===== src/rtl/db_settings_initiator.sv =====
// Settings-bus initiator: turns AXI-Stream commands into settings writes or
// timed readbacks, and returns one AXI-Stream response per command.
module db_settings_initiator #(
  parameter int RB_TIMEOUT = 64,
  parameter int ACK_WRITES = 1
) (
  input  logic        clk,
  input  logic        reset,
  input  logic [47:0] cmd_tdata,
  input  logic        cmd_tuser,
  input  logic        cmd_tvalid,
  output logic        cmd_tready,
  output logic        set_stb,
  output logic [7:0]  set_addr,
  output logic [31:0] set_data,
  output logic [7:0]  rb_addr,
  input  logic        rb_stb,
  input  logic [63:0] rb_data,
  output logic [63:0] resp_tdata,
  output logic [9:0]  resp_tuser,
  output logic        resp_tvalid,
  input  logic        resp_tready,
  output logic        busy
);

  typedef enum logic [1:0] {IDLE, WRITE, RB_WAIT, RESP} state_t;

  localparam logic [15:0] LAST_COUNT = 16'(RB_TIMEOUT - 1);

  state_t      state;
  logic [15:0] count;
  logic        accept;

  // Gating with reset keeps the handshake closed while reset is held.
  assign cmd_tready = (state == IDLE) && !reset;
  assign busy       = (state != IDLE);
  assign accept     = cmd_tvalid && cmd_tready;

  // NOTE: every register here, including the data holding registers, is reset so
  // an aborted command leaves nothing visible behind; all updates are non-blocking.
  always_ff @(posedge clk or posedge reset) begin
    if (reset) begin
      state       <= IDLE;
      count       <= '0;
      set_stb     <= 1'b0;
      set_addr    <= '0;
      set_data    <= '0;
      rb_addr     <= '0;
      resp_tdata  <= '0;
      resp_tuser  <= '0;
      resp_tvalid <= 1'b0;
    end else begin
      set_stb <= 1'b0;
      case (state)
        IDLE: begin
          if (accept) begin
            // Tag and command kind ride in resp_tuser until the response leaves.
            resp_tuser <= {1'b0, cmd_tuser, cmd_tdata[47:40]};
            if (cmd_tuser) begin
              rb_addr <= cmd_tdata[39:32];
              count   <= '0;
              state   <= RB_WAIT;
            end else begin
              set_stb  <= 1'b1;
              set_addr <= cmd_tdata[39:32];
              set_data <= cmd_tdata[31:0];
              state    <= WRITE;
            end
          end
        end
        WRITE: begin
          if (ACK_WRITES != 0) begin
            resp_tdata  <= '0;
            resp_tvalid <= 1'b1;
            state       <= RESP;
          end else begin
            state <= IDLE;
          end
        end
        RB_WAIT: begin
          // A strobe on the last window cycle still wins over the timeout.
          if (rb_stb) begin
            resp_tdata    <= rb_data;
            resp_tuser[9] <= 1'b0;
            resp_tvalid   <= 1'b1;
            state         <= RESP;
          end else if (count == LAST_COUNT) begin
            resp_tdata    <= '0;
            resp_tuser[9] <= 1'b1;
            resp_tvalid   <= 1'b1;
            state         <= RESP;
          end else begin
            count <= count + 16'd1;
          end
        end
        RESP: begin
          if (resp_tready) begin
            resp_tvalid <= 1'b0;
            state       <= IDLE;
          end
        end
        default: state <= IDLE;
      endcase
    end
  end

endmodule


===== config.mk =====
export PLATFORM = sky130hd
export DESIGN_NAME = db_settings_initiator
export DESIGN_NICKNAME = d
export VERILOG_FILES = /design/src/rtl/db_settings_initiator.sv
export SDC_FILE = /design/constraint.sdc
export NUM_CORES = 1
export LEC_CHECK = 0
export CAP_MARGIN = 20
export CORE_ASPECT_RATIO = 0.5
export CORE_MARGIN = 8
export CORE_UTILIZATION = 43
export CTS_CLUSTER_DIAMETER = 30
export DETAILED_ROUTE_END_ITERATION = 16
export GPL_ROUTABILITY_DRIVEN = 0
export PLACE_DENSITY = 0.83
export SLEW_MARGIN = 20
export SYNTH_ARGS = -nofsm -noshare
export SYNTH_HDL_FRONTEND = slang
export SYNTH_SLANG_ARGS = --single-unit

===== constraint.sdc =====
create_clock -name clk -period 7.2 [get_ports clk]
set_clock_uncertainty 0.15 [all_clocks]
set_input_delay 1.44 -clock clk [delete_from_list [all_inputs] [get_ports clk]]
set_output_delay 1.44 -clock clk [all_outputs]
set_load 0.01 [all_outputs]

==> out/metrics.cfg <==
[status]
status = finished clean

[detailed_routing]
drtAntennaViolNets = 0
routed_via_density = 4.98
wl_per_cell_um = 18.2
drtIter0Drc = 217
drt_pass1_iterations = 4
vias = 4797
wl_um = 17600
drc_errors = 0

[synth]
synth.distinct_cells = 41
yosysTopAreaCellShare = 0.600
syn_nets = 663
synth.top_cells.by_area = dfrtp_1 60%, mux2_2 11%, nand2_1 8.9%
syn_area_sq_um = 5920
synth_ff_type = dfrtp_1
synth_seq_cells = 142
ys_async_sr_fraction = 1.00
syn-instance-count = 541
synth_top_area_cell = dfrtp_1
syn_avg_cell_area_sq_um = 10.9
ys_top_cells_by_count = 142 x dfrtp_1, 141 x nand2_1, 58 x mux2_2
synth-edff-count = 0
ys_warn_count = 0
post-synth-top-count-cell = dfrtp_1
synth-seq-area-share = 0.600

[grt]
grt_pass1_vias = 5065
grt-ovfl-total = 0
groute.usage.overall = 0.195
antenna_found_initial = 0
grt_max_degree = 129
grt_pass1_wl_um = 27700

[cells_and_area]
final_nets = 896
fillers = 1010
area_delta_synth_final_pct = 53.5
fin_cells = 963
regArea_sq_um = 3550
diodes = 0
layout-drive-gt1-share = 0.127
multi_input_area_sq_um = 2200

[sta]
hold_viol = 0
setup-tns-final_ps = 0
setup_viol = 0
drv_slew = 0
rsz0062_at_grt = no
clock.fmax_ghz = 0.229
max_slew_margin = 0.384
min_period_ps = 4360
tightest_slew_ps = 924
finalCritPeriodShare = 0.606

[worst_hold_path]
hp-class = reg2reg

[clocking]
cts_tree = yes
cts_root_buffer = clkbuf_16
clock_sinks = 142
cts_hold_buf = 0
post_cts_buffers = 0
numCtsBuffers = 17
clk_pin_slew_worst_paths_ps = 60
cts_htree_levels = 4
cts_max_path_buffers = 2
cts_resized = 0
worstSkewPairLatency_ps = 410

[place]
place_inst = 930
hpwlAfterDp_um = 12900
io_buffers = 243

[floorplanning]
rows = 30
initial_utilization = 0.438
die_w_um = 182
core-area_sq_um = 13500
die_h_um = 99.0
io_pins = 244
dieArea_sq_um = 18000

[worst_setup_path]
cp-start-kind = input pin
path_class = in2out
setup.worst_path.end_class = primary output
worstPathRequired_ps = 5610
arrival_ps = 2770
critPathMaxFanout = 4

[power]
powerDensity_nw_per_um2 = 393
ir_worst_vdd_mv = 0.383
p_leak_nw = 3.80

[job]
maxCapViolations = 0

==> final timing paths <==
path | end | from | slack (ps) | depth (start not counted)
worst max-delay path | cmd_tready | reset | 2840 | 3
worst min-delay path | resp_tdata[24]$_DFFE_PP0P_ | resp_tdata[24]$_DFFE_PP0P_ | 330 | 2
worst max register to register | count[13]$_DFFE_PP0P_ | state[1]$_DFFE_PP0P_ | 4210 | 7
worst min register to register | resp_tdata[24]$_DFFE_PP0P_ | resp_tdata[24]$_DFFE_PP0P_ | 330 | 2
max in group asynchronous | resp_tdata[51]$_DFFE_PP0P_ | reset | 4080 | 3
min in group asynchronous | set_data[5]$_DFFE_PP0P_ | reset | 1460 | 2
==> flip-flops by register name, summed over array words and instances (netlist names) <==
signal,cells
count,16
rb_addr,8
resp_tdata,64
resp_tuser,10
resp_tvalid,1
set_addr,8
set_data,32
set_stb,1
state,2
==> per-layer routing <==
metal	part of all wire	up-vias	track usage	wire [um]
li1	-	2324	-	-
met1	0.39	2332	0.220	6850
met2	0.54	115	0.352	9570
met3	0.040	26	0.0488	708
met4	0.025	0	0.0733	434
met5	0	-	0	0
==> report_power, final <==
group | switching [mW] | leakage, nW | internal (mW) | total (mW)
registers | 0.155 | 1.86 | 1.08 | 1.23
clock network | 0.343 | 0.284 | 0.547 | 0.890
logic | 0.713 | 1.66 | 0.737 | 1.45
total | 1.21 | 3.80 | 2.36 | 3.57
==> logic make-up (layout without fill, tap and decap cells) <==
family          Yosys count  in the layout  share of synthesized area
mux                      63             63                      0.119
flops                   142            142                      0.600
fa+ha+maj                 4              4                    0.00845
compound gates          104            104                     0.0987
buf+inv                  38            284                     0.0311
simple gates            190            190                      0.143
==> through the flow <==
| stage | setup slack [ps] | total power [mW] | utilization | cell area [sq um] | hold slack, ps |
|---|---|---|---|---|---|
| CTS | 2740 | 3.60 | 0.670 | 9060 | 332 |
| finish | 2840 | 3.57 | 0.673 | 9090 | 326 |
| floorplan | 314 | 1.94 | - | 5920 | 308 |
| global route | 2720 | 3.77 | 0.673 | 9090 | 353 |
| global placement | 2440 | 2.65 | 0.626 | 8460 | 311 |
| detailed placement | 2330 | 2.70 | 0.626 | 8460 | 319 |
==> area by class of cell <==
type | instances | area share
flip-flops and latches | 142 | 0.391
repair buffers | 247 | 0.274
clock buffers | 19 | 0.0476
well taps | 176 | 0.0242
inverters | 5 | 0.00262
clock inverters | 13 | 0.0183
multi-input cells | 361 | 0.243
==> placed cells by master (no fill, tap or decap), types with 5 or more instances in the layout <==
master | synthesis | layout
o21ai_0 | 54 | 54
mux2_2 | 58 | 58
dfrtp_1 | 142 | 142
nand2_1 | 141 | 141
clkbuf_16 | 0 | 17
o21ai_1 | 21 | 20
and3_1 | 6 | 6
a21oi_1 | 8 | 8
a22o_1 | 5 | 5
nor2_1 | 7 | 6
mux2i_1 | 5 | 5
clkdlybuf4s50_1 | 0 | 243
a21o_1 | 7 | 7
nand3_1 | 9 | 9
==> worst max-delay path, stage by stage <==
cell	delay, ps
clkdlybuf4s50_1	540
nor2_1	200
clkdlybuf4s50_1	600
Power figures use the tool's default switching activity.
